--- config.mk ---
export PLATFORM = sky130hd
export DESIGN_NAME = uart_seq_trig
export DESIGN_NICKNAME = d
export VERILOG_FILES = /design/src/rtl/uart_seq_trig_pkg.sv /design/src/rtl/uart_seq_trig_gap_timer.sv /design/src/rtl/uart_seq_trig.sv
export SDC_FILE = /design/constraint.sdc
export NUM_CORES = 1
export LEC_CHECK = 0
export ABC_AREA = 0
export ABC_CLOCK_PERIOD_IN_PS = 2800
export BUFFER_PORTS_ARGS = -buffer_cell sky130_fd_sc_hd__buf_2
export CAP_MARGIN = 5
export CORE_ASPECT_RATIO = 1.4
export CORE_UTILIZATION = 25
export CTS_CLUSTER_SIZE = 16
export DETAILED_ROUTE_END_ITERATION = 6
export SYNTH_ARGS = -nofsm -noshare
export SYNTH_HDL_FRONTEND = slang
export SYNTH_SLANG_ARGS = --single-unit
--- constraint.sdc ---
create_clock -name i_clk -period 2.8 [get_ports i_clk]
set_input_delay 0.42 -clock i_clk [delete_from_list [all_inputs] [get_ports i_clk]]
set_output_delay 0.42 -clock i_clk [all_outputs]
set_load 0.03 [all_outputs]
--- src/rtl/uart_seq_trig_pkg.sv ---
// Purpose: shared types and defaults for the UART sequence trigger controller.
// Latency: n/a (types and constants only).
// Backpressure: n/a.
package uart_seq_pkg;

  localparam int DEFAULT_DEPTH = 4;
  localparam int DEFAULT_GAP_W = 24;

  typedef enum logic [1:0] {
    IDLE,
    WAIT,
    DONE
  } seq_state_t;

  typedef struct packed {
    logic [7:0] match;
    logic [7:0] mask;   // 1 = don't care
  } seq_entry_t;

endpackage

--- src/rtl/uart_seq_trig_gap_timer.sv ---
// Purpose: saturating inter-byte gap counter with a single-cycle timeout pulse.
// Latency: o_timeout is combinational from the registered count; count updates next clk.
// Backpressure: none; clear wins over count.
// Ports: i_clk, i_rst (sync, active-high), i_clr (zero the count), i_en (count this clk),
//        i_limit (timeout after this many clks; 0 disables), o_timeout (1-clk pulse).
module uart_gap_timer
  import uart_seq_pkg::*;
#(
  parameter int GAP_W = DEFAULT_GAP_W
) (
  input  logic             i_clk,
  input  logic             i_rst,
  input  logic             i_clr,
  input  logic             i_en,
  input  logic [GAP_W-1:0] i_limit,
  output logic             o_timeout
);

  logic [GAP_W-1:0] r_cnt;

  always_ff @(posedge i_clk) begin
    if (i_rst || i_clr) begin
      r_cnt <= '0;
    end else if (i_en && (r_cnt != '1)) begin
      r_cnt <= r_cnt + GAP_W'(1);
    end
  end

  // Count k is held k clks after the last clear, so matching limit-1 here makes
  // the owner act on the edge exactly limit clks after the last advance.
  assign o_timeout = i_en && (i_limit != '0) && (r_cnt == i_limit - GAP_W'(1));

endmodule

--- src/rtl/uart_seq_trig.sv ---
// Purpose: steps the UART datapath through a table of match/mask bytes, pulses seq_trig on full match.
// Latency: o_seq_trig 1 clk after the final i_UARTtrig; table writes visible 1 clk after i_cfg_we.
// Backpressure: none; i_cfg_we ignored while armed (WAIT), i_UARTtrig ignored outside WAIT.
// Ports: i_cfg_* table write port, i_seq_len / i_gap_limit live config, i_arm / i_disarm control,
//        i_UARTtrig datapath match pulse; o_match / o_mask current entry, o_seq_idx, o_armed,
//        o_seq_trig (pulse), o_triggered (sticky in DONE).
module uart_seq_trig
  import uart_seq_pkg::*;
#(
  parameter int DEPTH = DEFAULT_DEPTH,
  parameter int GAP_W = DEFAULT_GAP_W
) (
  input  logic                       i_clk,
  input  logic                       i_rst,
  input  logic                       i_cfg_we,
  input  logic [$clog2(DEPTH)-1:0]   i_cfg_addr,
  input  logic [7:0]                 i_cfg_match,
  input  logic [7:0]                 i_cfg_mask,
  input  logic [$clog2(DEPTH):0]     i_seq_len,
  input  logic [GAP_W-1:0]           i_gap_limit,
  input  logic                       i_arm,
  input  logic                       i_disarm,
  input  logic                       i_UARTtrig,
  output logic [7:0]                 o_match,
  output logic [7:0]                 o_mask,
  output logic [$clog2(DEPTH)-1:0]   o_seq_idx,
  output logic                       o_armed,
  output logic                       o_seq_trig,
  output logic                       o_triggered
);

  localparam int IDX_W = $clog2(DEPTH);
  localparam int LEN_W = IDX_W + 1;
  localparam seq_entry_t RST_ENTRY = '{match: 8'h00, mask: 8'hFF};

  seq_state_t       r_state;
  logic [IDX_W-1:0] r_idx;
  logic             r_seq_trig;
  seq_entry_t       r_tbl [DEPTH];

  seq_state_t       w_nxt_state;
  logic [IDX_W-1:0] w_nxt_idx;
  logic             w_nxt_trig;
  logic [LEN_W-1:0] w_eff_len;
  logic             w_last;
  logic             w_timeout;
  logic             w_gap_en;
  logic             w_gap_clr;
  logic             w_tbl_we;

  // Live length: 0 behaves as 1, anything beyond the table clamps to DEPTH.
  always_comb begin
    w_eff_len = i_seq_len;
    if (i_seq_len == '0) begin
      w_eff_len = LEN_W'(1);
    end else if (i_seq_len > LEN_W'(DEPTH)) begin
      w_eff_len = LEN_W'(DEPTH);
    end
  end

  // >= rather than == so that shrinking seq_len below the current index
  // lets the very next match complete the sequence.
  assign w_last = ({1'b0, r_idx} >= (w_eff_len - LEN_W'(1)));

  assign w_gap_en  = (r_state == WAIT) && (r_idx != '0) && (i_gap_limit != '0);
  assign w_gap_clr = i_arm || i_disarm || i_UARTtrig || w_timeout || (r_state != WAIT);
  assign w_tbl_we  = i_cfg_we && (r_state != WAIT);

  uart_gap_timer #(
    .GAP_W (GAP_W)
  ) u_gap (
    .i_clk     (i_clk),
    .i_rst     (i_rst),
    .i_clr     (w_gap_clr),
    .i_en      (w_gap_en),
    .i_limit   (i_gap_limit),
    .o_timeout (w_timeout)
  );

  // Priority: disarm > arm > UARTtrig > timeout.
  always_comb begin
    w_nxt_state = r_state;
    w_nxt_idx   = r_idx;
    w_nxt_trig  = 1'b0;
    case (r_state)
      IDLE: begin
        if (!i_disarm && i_arm) begin
          w_nxt_state = WAIT;
          w_nxt_idx   = '0;
        end
      end
      WAIT: begin
        if (i_disarm) begin
          w_nxt_state = IDLE;
          w_nxt_idx   = '0;
        end else if (i_arm) begin
          w_nxt_idx = '0;
        end else if (i_UARTtrig) begin
          if (w_last) begin
            w_nxt_state = DONE;
            w_nxt_trig  = 1'b1;
          end else begin
            w_nxt_idx = r_idx + IDX_W'(1);
          end
        end else if (w_timeout) begin
          w_nxt_idx = '0;
        end
      end
      DONE: begin
        if (i_disarm) begin
          w_nxt_state = IDLE;
          w_nxt_idx   = '0;
        end else if (i_arm) begin
          w_nxt_state = WAIT;
          w_nxt_idx   = '0;
        end
      end
      default: begin
        w_nxt_state = IDLE;
        w_nxt_idx   = '0;
      end
    endcase
  end

  always_ff @(posedge i_clk) begin
    if (i_rst) begin
      r_state    <= IDLE;
      r_idx      <= '0;
      r_seq_trig <= 1'b0;
      for (int i = 0; i < DEPTH; i++) begin
        r_tbl[i] <= RST_ENTRY;
      end
    end else begin
      r_state    <= w_nxt_state;
      r_idx      <= w_nxt_idx;
      r_seq_trig <= w_nxt_trig;
      if (w_tbl_we) begin
        r_tbl[i_cfg_addr] <= '{match: i_cfg_match, mask: i_cfg_mask};
      end
    end
  end

  assign o_match     = r_tbl[r_idx].match;
  assign o_mask      = r_tbl[r_idx].mask;
  assign o_seq_idx   = r_idx;
  assign o_armed     = (r_state == WAIT);
  assign o_seq_trig  = r_seq_trig;
  assign o_triggered = (r_state == DONE);

endmodule

# [After elaboration in Yosys (flattened, before gate mapping)]
# Memory sizes are Yosys's and may differ from the RTL's. A register that Yosys moved wholly into a read port is not among the register bits.
# Cells that the tools add are included.
[totals] register_bits=29 latchBits=0 mem_bits_rw=64 romBits=0 input_bits=51 out_inout_bits=21 elab_cells=76 n_memories=1
[memory_table] memory="r_tbl" words=4 width=16 rd=1 rd_clocked_by_memory_dff=1 write_ports=4 line_no="uart_seq_trig.sv:39" rtl="seq_entry_t r_tbl [DEPTH];"
[op_classes] add_sub_neg=4 mul=0 n_div=0 n_lt_le_gt_ge=2 n_eq_ne=12 shift=0 mux=30 bitwise=2 n_reduce_logical=21
[ops] operator="2-bit 2-to-1 mux" n=18
[ops] operator="24-bit by 1-bit adder with 24-bit output (second input constant)" n=1
[ops] operator="24-bit equality test" n=1
[ops] operator="24-bit inequality test (second input constant)" n=1
[ops] operator="24-bit nonzero test" n=1
[ops] operator="24-bit by 1-bit subtractor with 24-bit output (second input constant)" n=1
[ops] operator="16-bit 2-to-1 mux" n=1
[ops] operator="16-bit OR reduction" n=1
[ops] operator="2-bit one-hot mux with 3 select lines" n=2
[ops] operator="3-bit inequality test (second input constant)" n=3
[ops] operator="1-bit logical AND" n=7
[ops] operator="1-bit 2-to-1 mux" n=7
[ops] operator="3-bit 2-to-1 mux" n=2
[ops] operator="1-bit logical OR" n=5
[ops] operator="5-bit by 4-bit inequality test with 1-bit output (second input constant)" n=1
[ops] operator="5-bit inequality test (second input constant)" n=1
[ops] operator="5-bit AND reduction" n=1
[ops] operator="5-bit OR reduction" n=1
[ops] operator="4-bit AND reduction" n=1
[ops] operator="2-bit by 3-bit >= comparator with 1-bit output" n=1
[ops] operator="3-bit > comparator (second input constant)" n=1
[ops] operator="3-bit logical NOT" n=1
[ops] operator="3-bit by 2-bit inequality test with 1-bit output (second input constant)" n=1
[ops] operator="3-bit by 1-bit subtractor with 3-bit output (second input constant)" n=1
[ops] operator="other kinds (9)" n=10

# [Longest topological paths before layout]
# Gate-level depths: netlist of the first run.
[logic_depth] depth_word=12 depth_mapped=10 depth_no_buf=10

# [Modules after synthesis]
# Synthesis of the first run repeated with hierarchy kept, for this count alone.
[unflattened] cells_unflattened=482 area_unflattened_um2=5353.9
[modules_own_cells] mod="uart_seq_trig" n_inst=1 cells_per_inst=217 area_per_inst_um2=3315.7
[modules_own_cells] mod="uart_gap_timer" n_inst=1 cells_per_inst=265 area_per_inst_um2=2038.2

# [Least setup slack after synthesis of the first run]
# OpenSTA, ideal clock, no wires.
[synth_path] path_kind="input to register" from="in i_gap_limit[0]" to="reg u_gap.r_cnt[10]" arrival_time_ns=2.635 t_required_ns=2.668 path_slack_ns=0.033 cell_stages=10 cell_sequence="inv_1 > ha_1 > nor2b_1 > nand3_2 > or4_1 > a211oi_1 > nand4_1 > nor3_4 > buf_6 > nor3_1"
[synth_between] elab_chain_len=7
[synth_rtl] element="from (decl)" line_no="uart_seq_trig.sv:20" rtl="input logic [GAP_W-1:0] i_gap_limit,"
[synth_rtl] element="parallel branches: the longest is 7 deep, another holds 24-bit by 1-bit subtractor with 24-bit output"
[synth_rtl] element="to (signal assigned)" line_no="uart_seq_trig_gap_timer.sv:25" rtl="r_cnt <= r_cnt + GAP_W'(1);"
[synth_rtl] element="to (decl)" line_no="uart_seq_trig_gap_timer.sv:19" rtl="logic [GAP_W-1:0] r_cnt;"
# Parallel ways; which one is timed is not known.
# A chain may end at the register's enable or synchronous reset.

==> summary.txt, run 1 <==
Run status
  – Status: finished clean

STA
  – RSZ-0062 raised after global routing: false
  – Skew final: just over 0.01 ns
  – Hold Worst Slack: 0.335 ns
  – Setup violators final: 0
  – Max_slew headroom: ~65%
  – Fin. Hold Viols: 0
  – Tmin final: approximately 2.5 ns
  – Max-slew violation count: 0
  – Fin crit share: 88.2%
  – Worst slew pin tran: around 0.52 ns
  – Maximum clock frequency: just over 400 MHz

Clock tree
  – Hold_buf cts: 0
  – Resized Gates After CTS: 0
  – Root Buffer: clkbuf_16
  – CTS tree: done
  – Clk_lat worst skew: around 0.35 ns
  – Clock Path Buffers: 2
  – Post-CTS setup buffers: 0
  – CTS clk-pin slew, worst paths: 0.07 ns
  – TritonCTS Buffers: 9
  – Sink Count: between 90 and 100
  – H-tree levels: 3

Pwr
  – Pwr/cell area: 489 mW/mm2
  – PnR Total Power: roughly 3300 uW
  – Leakage power: roughly 0.0023 uW
  – VDD IR max: between 0.2 and 0.3 mV

Route
  – Drt first pass iters: 5
  – 1st-iter DRT viols: between 150 and 200
  – Final wirelength: between 10 and 15 mm
  – Vias/cell: roughly 4.8
  – WL/cell: between 15 and 20 um
  – DRC: 0
  – ANT nets after route: 0
  – Vias: 4173

Global routing
  – Vias in the first global route: 4121
  – Initial antenna violation count: 0
  – GRT Resource Usage Total: roughly an eighth
  – Largest net degree at the start of global routing: 27
  – Global-route wire length before repair: roughly 22 mm
  – Gr ovfl total: 0

Critical path
  – CP Launch Type: input pin
  – WS Path Type: input pin to flop
  – FF-to-FF path depth: 8
  – Reg-to-reg setup timing slack: 0.55 ns
  – Req. time, crit path: ~3.0 ns
  – Worst r2r src: u_gap.r_cnt[7]
  – R2R Path End: u_gap.r_cnt[7]
  – Max Fanout on Critical Path: 4
  – Critical path startpoint: i_gap_limit[10]
  – Arrival time of the worst setup path: between 2 and 3 ns
  – Worst setup EP type: flop

Placement
  – Placer Congestion: approximately 0.82
  – # port buffers: 71
  – DP HPWL: between 10 and 15 mm

Yosys
  – Ys Warns: 0
  – Syn avg cell area: roughly 11 um2
  – Seq cells post-synth: 95
  – Syn_nets: ~560
  – Syn Inst Count: between 400 and 500
  – Top FF cell, synth: edfxtp_1
  – Seq/Total Area, Yosys: 47.0%
  – Post-synthesis async set-or-reset flop share: 0%
  – Number of synthesized flops with an enable pin: 64
  – Yosys cell types: 64
  – Cell Area, Synth: 0.00541 mm2

Die
  – Die height: approximately 180 um
  – Io pins: 72
  – Core box area: 0.0212 mm2
  – DIE WIDTH: around 130 um
  – FP Rows: 63
  – Initial Util: between 20% and 30%
  – Die outline area: 0.0222 mm2

Min path
  – Hold path startpoint: i_disarm
  – Hold Crit Class: input pin to flop

Final layout
  – Core Util, Final: a little under a third
  – Layout area overhead: 23.7%
  – Share of layout cells above drive strength 1: between 20 and 30%
  – Commonest non-fill, non-tap cell in the layout: buf_2
  – Most frequent cells in the layout: buf_2 (71), edfxtp_1 (64), buf_4 (49)
  – Nets: ~660

Flow run
  – # Max-Cap Violations: 0
## cells in the mapped netlist (all sizes together) (11+ instances only)
library cell / n / area share (%)
and2: 34 / 3.9
clkbuf: 17 / 1.2
dfxtp: 31 / 11
edfxtp: 64 / 36
inv: 11 / 0.76
mux4: 16 / 6.7
nand2: 19 / 1.3
nand2b: 29 / 3.4
nand3: 13 / 1.3
nand4: 16 / 1.9
nor2: 29 / 2.0
nor2b: 11 / 1.3
nor3: 37 / 3.7
nor4: 11 / 1.5
xnor2: 25 / 4.0
xor2: 25 / 4.0
## cells by family (layout without fill, tap and decap cells)
family                     after synthesis  count (layout)  share of synthesized area, %
and+or+nand+nor                        243             243                          26.4
DFF                                     95              95                          47.0
xor gates and xnor gates                50              50                          8.10
AOI/OAI and AO/OA                       48              48                          6.69
buffers and inverters                   36             149                          2.98
muxes                                   20              20                          7.43
adders and majority gates                6               6                          1.39
other                                    0               1                             0
## worst max-delay path, stage by stage
cell	delay, ns
buf_2	0.11
or4_1	0.58
nor4b_2	0.27
a21boi_0	0.17
o41ai_1	0.46
nor2_1	0.18
buf_4	0.17
nor2_1	0.22
a31oi_1	0.12
## registers in the layout, indices dropped and copies added, names as in the netlist, named ones only
| register | flops |
|---|---|
| r_tbl | 64 |
| r_state | 2 |
| o_seq_trig | 1 |
| u_gap.r_cnt | 24 |
| o_seq_idx | 2 |
## power breakdown
| group | switching, uW | internal [uW] |
|---|---|---|
| registers | 15.7 | 1540 |
| clock network | 616 | 642 |
| logic | 258 | 195 |
| total | 890 | 2380 |
## metal layers
layer / track usage, % / vias to the layer above / wire length (um)
met3: 1.97 / 12 / 481
met1: 14.7 / 1988 / 5670
li1: - / 2082 / -
met2: 23.1 / 91 / 7090
met4: 4.12 / 0 / 180
met5: 0 / - / 0
## through the flow
| stage | TNS (ns) | area [um2] | cells | setup WS [ns] |
|---|---|---|---|---|
| 4_1_cts | 0 | 6690 | 871 | 0.309 |
| 6_report | 0 | 6690 | 872 | 0.330 |
| 2_1_floorplan | 0 | 5410 | 498 | 0.0330 |
| 5_1_grt | 0 | 6690 | 871 | 0.153 |
| 3_5_place_dp | -1.27 | 6390 | 855 | -0.0640 |
| 3_3_place_gp | -0.804 | 6390 | 855 | -0.0380 |
## layout make-up
| class | instances | area (um2) |
|---|---|---|
| diodes | 1 | 2.50 |
| well taps | 260 | 325 |
| inverters | 11 | 41.3 |
| clock buffers | 9 | 225 |
| repair buffers | 122 | 763 |
| clock inverters | 7 | 76.3 |
| fillers | 2173 | 14500 |
| multi-input cells | 367 | 2720 |
| flip-flops and latches | 95 | 2540 |
## worst min path at each step
stage          slack, ns  cells past startpoint      endpoint
2_1_floorplan       0.50                      1    o_seq_trig
3_3_place_gp        0.50                      1  o_seq_idx[0]
5_1_grt             0.33                      2    r_state[1]
4_1_cts             0.32                      2    r_state[1]
6_report            0.34                      2    r_state[1]
3_5_place_dp        0.52                      1  o_seq_idx[0]
No activity file was read; power rests on OpenSTA's default activity.
==> inputs of run 2 (changes only) <==
--- a/config.mk
+++ b/config.mk
@@ -7,7 +7,7 @@
 export LEC_CHECK = 0
 export ABC_AREA = 0
 export ABC_CLOCK_PERIOD_IN_PS = 2800
-export BUFFER_PORTS_ARGS = -buffer_cell sky130_fd_sc_hd__buf_2
+export BUFFER_PORTS_ARGS = -buffer_cell sky130_fd_sc_hd__buf_4
 export CAP_MARGIN = 5
 export CORE_ASPECT_RATIO = 1.4
 export CORE_UTILIZATION = 25
==> summary.txt, run 2 (same netlist as run 1, synthesis figures left out) <==
Run status
  – Status: finished clean

Final layout
  – Max reg flops: 64 (unchanged)
  – Largest regs: r_tbl x64, u_gap.r_cnt x24
  – Diodes inserted: 0 (-1)
  – Core Util, Final: 32.2% (+0.60 points)
  – Register area: 0.00254 mm2 (unchanged)
  – Most frequent cells in the layout: buf_4 (113), edfxtp_1 (64), nor3_1 (35)
  – Fillers: 2168 (-0.23%)
  – Layout area overhead: 26.0%
  – Commonest non-fill, non-tap cell in the layout: buf_4
  – Nets: 656 (-1.1%)
  – Share of layout cells above drive strength 1: 27.0% (-0.84 points)
  – Area occupied by multi-input gates: 0.00272 mm2 (unchanged)
  – Largest register by flop count: r_tbl

Critical path
  – Max Fanout on Critical Path: 4 (unchanged)
  – CP Launch Type: input pin
  – WS Path Type: input pin to flop
  – Worst setup EP type: flop
  – FF-to-FF path depth: 8 (unchanged)
  – Arrival time of the worst setup path: 2.78 ns (+0.09 ns)
  – Req. time, crit path: 3.01 ns (about the same)

STA
  – RSZ-0062 raised after global routing: false
  – Tmin final: 2.57 ns (+0.103 ns)
  – Skew final: 0.00684 ns (-0.00333 ns)
  – Fin. Hold Viols: 0 (unchanged)
  – Fin crit share: 91.9% (+3.7 points)
  – Max-slew violation count: 0 (unchanged)
  – Setup TNS: 0 ns (unchanged)
  – Setup violators final: 0 (unchanged)
  – Maximum clock frequency: 389 MHz (-4.0%)
  – Hold Worst Slack: 0.297 ns (-0.0385 ns)
  – Setup ws final: 0.227 ns (-0.103 ns)
  – Worst slew pin tran: 0.582 ns (+0.0640 ns)
  – Max_slew headroom: 61.1% (-4.3 points)

Clock tree
  – TritonCTS Buffers: 9 (unchanged)
  – Resized Gates After CTS: 0 (unchanged)
  – CTS tree: done
  – H-tree levels: 3 (unchanged)
  – Root Buffer: clkbuf_16
  – Post-CTS setup buffers: 0 (unchanged)
  – Clock Path Buffers: 2 (unchanged)
  – CTS clk-pin slew, worst paths: 0.07 ns (about the same)
  – Hold_buf cts: 0 (unchanged)
  – Clk_lat worst skew: 0.34 ns (about the same)
  – Sink Count: 95 (unchanged)

Die
  – FP Rows: 63 (unchanged)
  – Die outline area: 0.0222 mm2 (unchanged)
  – Core box area: 0.0212 mm2 (unchanged)
  – DIE WIDTH: 126 um (unchanged)
  – Io pins: 72 (unchanged)
  – Die height: 176 um (unchanged)
  – Initial Util: 25.5% (unchanged)

Min path
  – Hold Crit Class: input pin to flop
  – Hold Crit Depth: 2 (unchanged)

Route
  – Drt first pass iters: 4 (-1)
  – Final wirelength: 13.7 mm (+2.1%)
  – Vias: 4154 (-0.46%)
  – WL/cell: 15.9 um (+3.1%)
  – Vias/cell: 4.81 (+0.47%)
  – 1st-iter DRT viols: 214 (+11%)
  – DRC: 0 (unchanged)
  – ANT nets after route: 0 (unchanged)

Placement
  – Place WS: -0.109 ns (-0.0448 ns)
  – # port buffers: 71 (unchanged)
  – DP HPWL: 10.2 mm (+1.7%)
  – Placer Congestion: 0.831 (+1.1%)

Pwr
  – VDD IR max: 0.246 mV (-8.3%)
  – Pwr/cell area: 485 mW/mm2 (-0.85%)
  – Leakage power: 0.00236 uW (+1.1%)
  – PnR Total Power: 3310 uW (+1.0%)

Global routing
  – Global-route wire length before repair: 21.8 mm (+0.57%)
  – GR Util met1: 14.3% (-0.38 points)
  – Gr ovfl total: 0 (unchanged)
  – Routing usage on met3: 2.45% (+0.48 points)
  – GR peak layer: met2
  – GRT Resource Usage Total: 12.7% (+0.14 points)
  – Largest net degree at the start of global routing: 24 (-11%)
  – Grt met2 use: 23.7% (+0.64 points)
  – Initial antenna violation count: 0 (unchanged)
  – Vias in the first global route: 4125 (+0.097%)

Flow run
  – # Max-Cap Violations: 0 (unchanged)
run 2: through the flow:
step                      instance area [um2]  std cells
after floorplan                          5410        498
after global placement                   6510        848
after detailed placement                 6510        848
after CTS                                6820        864
after global routing                     6820        864
final                                    6820        864
run 2: path summary, 6_finish.rpt:
check | slack [ns] | end | start
worst max-delay path | 0.23 | flop | i_gap_limit[10]
worst max register to register | 0.57 | u_gap.r_cnt[7] | u_gap.r_cnt[7]
worst min register to register | 0.52 | o_seq_idx[0] | o_seq_idx[0]
worst min-delay path | 0.30 | r_state[1] | i_disarm
run 2: worst max-delay path, stage by stage:
cell	delay [ns]
buf_4	0.11
or4_1	0.58
nor4b_2	0.32
a21boi_0	0.17
o41ai_1	0.49
nor2_1	0.17
buf_4	0.17
nor2_1	0.21
a31oi_1	0.13
run 2: per-layer routing:
| metal | vias to the layer above | wire [um] |
|---|---|---|
| li1 | 2057 | - |
| met2 | 102 | 7220 |
| met5 | - | 0 |
| met3 | 15 | 625 |
| met4 | 0 | 251 |
| met1 | 1980 | 5610 |
run 2: layout make-up:
cell class | instances | share of cell area (%)
inverters | 11 | 0.606
clock buffers | 9 | 3.30
clock inverters | 7 | 1.17
flip-flops and latches | 95 | 37.3
well taps | 260 | 4.77
multi-input cells | 367 | 39.8
repair buffers | 115 | 13.0
run 2: power by group:
group | internal [uW] | leakage (uW) | switching [uW]
combinational | 225 | 0.00138 | 260
sequential | 1550 | 0.000830 | 14.9
clock | 704 | 0.000148 | 556
==> inputs of run 3 (changes only) <==
--- a/config.mk
+++ b/config.mk
@@ -15,4 +15,5 @@
 export DETAILED_ROUTE_END_ITERATION = 6
 export SYNTH_ARGS = -nofsm -noshare
 export SYNTH_HDL_FRONTEND = slang
+export SYNTH_HIERARCHICAL = 1
 export SYNTH_SLANG_ARGS = --single-unit
==> summary.txt, run 3 <==
Global routing
  – Global-route wire length before repair: 22.5 mm (+3.5%)
  – GRT Resource Usage Total: 13.5% (+0.85 points)
  – Gr ovfl total: 0 (unchanged)
  – Largest net degree at the start of global routing: 19 (-21%)
  – Initial antenna violation count: 0 (unchanged)
  – Vias in the first global route: 4199 (+1.8%)

Run status
  – Status: finished, violations left
  – Violated checks: DRC, setup timing

STA
  – Setup violators final: 28 (+28)
  – Max-slew violation count: 0 (unchanged)
  – Fin. Hold Viols: 0 (unchanged)
  – Skew final: 0.00556 ns (-0.00128 ns)
  – Hold Worst Slack: 0.353 ns (+0.0563 ns)
  – Max_slew headroom: 64.9% (+3.8 points)
  – Worst slew pin tran: 0.521 ns (-0.0605 ns)
  – Fin crit share: 105% (+13 points)
  – RSZ-0062 raised after global routing: true
  – Maximum clock frequency: 342 MHz (-12%)
  – Setup ws final: -0.127 ns (-0.354 ns)
  – Tmin final: 2.93 ns (+0.354 ns)

Final layout
  – Commonest non-fill, non-tap cell in the layout: buf_4
  – Most frequent cells in the layout: buf_4 (144), edfxtp_1 (64), and2_1 (34)
  – Largest register by flop count: r_tbl
  – Fillers: 2135 (-1.5%)
  – Layout area overhead: 34.3%
  – Core Util, Final: 34.0% (+1.9 points)
  – Largest regs: r_tbl x64, u_gap/r_cnt x24
  – Non-Filler Instances: 886 (+2.5%)
  – Max reg flops: 64 (unchanged)
  – Share of layout cells above drive strength 1: 35.9% (+9.0 points)
  – Diodes inserted: 0 (unchanged)
  – Nets: 679 (+3.5%)

Critical path
  – Critical path depth: 11 (+2)
  – Worst setup EP type: flop
  – Req. time, crit path: 3.02 ns (about the same)
  – Crit-path leading delay family: simple AND/OR/NAND/NOR gates
  – Slowest cell on crit path: or4_4
  – Crit path cell chain: buf_6 > or4_4 > nor4_4 > o221a_1 > o2111ai_1 > or4_4 > nor4_4 > nor4_2 > a22oi_1 > o31a_1 > o21ai_1
  – Max Fanout on Critical Path: 4 (unchanged)
  – WS Path Type: input pin to flop
  – Arrival time of the worst setup path: 3.15 ns (+0.37 ns)
  – CP Launch Type: input pin
  – Crit-path max cell delay: 0.57 ns (about the same)
  – Buffer and inverter count on the worst path: 1 (-1)
  – FF-to-FF path depth: 12 (+4)
  – Reg-to-reg setup timing slack: -0.03 ns (-0.60 ns)

Yosys
  – Synth Area in Adders: 1.64% (+0.25 points)
  – Top post-synthesis cells by area: edfxtp_1 (36%), dfxtp_1 (12%), mux4_2 (6.7%)
  – Top cell type's share of synthesized area: 35.9% (+0.37 points)
  – Dominant cell type by area after synthesis: edfxtp_1
  – Syn avg cell area: 11.1 um2 (+2.3%)
  – Seq cells post-synth: 95 (unchanged)
  – Simple-gate share of the synthesized area: 26.7% (+0.30 points)
  – XOR/XNOR share of the synthesized area: 8.02% (-0.080 points)
  – Count leader, synth: edfxtp_1
  – Syn Inst Count: 482 (-3.2%)
  – Seq/Total Area, Yosys: 47.5% (+0.48 points)
  – Mux share of post-synthesis cell area: 7.48% (+0.053 points)
  – Ys Warns: 6 (+6)
  – Syn_nets: 540 (-2.7%)
  – Top FF cell, synth: edfxtp_1
  – Cell Area, Synth: 0.00535 mm2 (-1.0%)
  – Main combinational cell family by area after synthesis: simple AND/OR/NAND/NOR gates
  – Compound-cell area share of the yosys netlist: 5.80% (-0.89 points)
  – Synth cell count leaders: edfxtp_1 (64), nor2_1 (37), and2_1 (34)
  – Post-synthesis async set-or-reset flop share: 0% (unchanged)
  – Number of synthesized flops with an enable pin: 64 (unchanged)
  – Yosys cell types: 66 (+3.1%)

Min path
  – Hold Crit Depth: 2 (unchanged)
  – Hold Crit Class: input pin to flop

Route
  – 1st-iter DRT viols: 240 (+12%)
  – Vias/cell: 4.70 (-2.3%)
  – Drt first pass iters: 6 (+2)
  – ANT nets after route: 0 (unchanged)
  – Final wirelength: 14.3 mm (+4.1%)
  – WL/cell: 16.1 um (+1.5%)
  – DRC: 8 (+8)
  – Vias: 4161 (+0.17%)

Die
  – Io pins: 72 (unchanged)
  – Core box area: 0.0211 mm2 (-0.37%)
  – Die height: 175 um (-0.51%)
  – Initial Util: 25.3% (-0.17 points)
  – FP Rows: 63 (unchanged)
  – Die outline area: 0.0220 mm2 (-1.0%)
  – DIE WIDTH: 126 um (-0.50%)

Clock tree
  – H-tree levels: 3 (unchanged)
  – CTS tree: done
  – Sink Count: 95 (unchanged)
  – Root Buffer: clkbuf_16
  – Clock Path Buffers: 2 (unchanged)
  – Clk_lat worst skew: 0.34 ns (about the same)
  – TritonCTS Buffers: 9 (unchanged)
  – CTS clk-pin slew, worst paths: 0.07 ns (about the same)

Pwr
  – Clk pwr share: 37.9% (-0.2 points)
  – NetSw: 780 uW (-6.2%)
  – Leakage power: 0.00259 uW (+9.5%)
  – Sequential share of power: 49.6% (+2.4 points)
  – Pwr/cell area: 436 mW/mm2 (-10%)
  – Comb pwr share: 12.5% (-2.2 points)
  – Internal power: 2360 uW (-4.7%)
  – VDD IR max: 0.354 mV (+44%)
  – Switching share of total power: 24.9% (-0.30 points)
  – PnR Total Power: 3140 uW (-5.1%)

Placement
  – Post-placement cell count: 862 (+1.7%)
  – # port buffers: 71 (unchanged)
  – DP HPWL: 10.5 mm (+3.1%)
  – Place WS: -0.803 ns (-0.694 ns)
  – Placer Congestion: 0.868 (+4.4%)

Flow run
  – # Max-Cap Violations: 0 (unchanged)
==> run 3: changes by cell type in the layout (fill, tap and decap cells not counted), moves of 5 or more <==
cell / before / now
or3_1: 10 / 2
xor2_1: 25 / 31
nand4_1: 16 / 11
buf_6: 0 / 6
buf_4: 113 / 144
nor2b_1: 11 / 1
or4_4: 0 / 7
or2b_1: 0 / 17
xnor2_1: 25 / 18
or4_1: 5 / 0
nor3_1: 35 / 11
nand2b_1: 29 / 19
o21ai_1: 0 / 7
==> run 3: cells by family after synthesis <==
kind of cell               count (synthesis)
xor gates and xnor gates                  49
adders and majority gates                  7
and+or+nand+nor                          230
DFF                                       95
buffers and inverters                     35
AOI/OAI and AO/OA                         46
muxes                                     20
==> run 3: metrics by stage <==
step	TNS (ns)	instance area [um2]
final	-1.65	7190
after CTS	-1.64	7110
after detailed placement	-21.49	6660
after global placement	-20.34	6660
after global routing	-4.85	7190
after floorplan	-9.45	5420
==> run 3: layer usage <==
metal  global-route usage (%)  up-vias  wire, um
li1                         -     2063         -
met1                     14.6     1975      5520
met2                     25.3      103      7760
met3                     2.88       20       636
met4                     5.44        0       363
met5                        0        -         0
==> run 3: path summary, 6_finish.rpt <==
kind                                startpoint              to
worst max register to register    o_seq_idx[0]    o_seq_idx[1]
worst max-delay path            i_gap_limit[4]    o_seq_idx[1]
worst min-delay path             i_cfg_mask[2]     r_tbl[0][2]
worst min register to register  u_gap/r_cnt[1]  u_gap/r_cnt[1]
==> run 3: repair_timing <==
item	CTS	global route
cloned	2	0
pin swaps	12	10
hold buffers	0	0
setup endpoints to repair	28	28
gates resized for setup	24	19
buffers inserted	5	2
==> run 3: layout make-up <==
cell class              instances  area [um2]  share of cell area (%)
clock buffers                   9         225                    3.13
well taps                     260         325                    4.52
repair buffers                150        1150                    16.0
multi-input cells             354        2840                    39.5
inverters                      11        43.8                   0.609
clock inverters                 7        63.8                   0.887
flip-flops and latches         95        2540                    35.4
==> run 3: worst reg2reg max path, stage by stage, from the launching register on <==
cell	delay, ns
dfxtp_2	0.33
inv_1	0.05
ha_2	0.20
a311oi_2	0.27
inv_1	0.12
a2111oi_4	0.19
o2111ai_1	0.15
or4_4	0.54
nor4_4	0.31
nor4_2	0.07
a22oi_1	0.16
o31a_1	0.24
o21ai_1	0.09
==> run 3: power by group through the flow <==
| stage | Combinational [uW] | Clock [uW] | Sequential, uW |
|---|---|---|---|
| global placement | 375 | 0 | 1590 |
| floorplan | 180 | 0 | 1590 |
| CTS | 393 | 1220 | 1560 |
| global route | 426 | 1280 | 1560 |
| detailed placement | 377 | 0 | 1590 |
| finish | 391 | 1190 | 1560 |
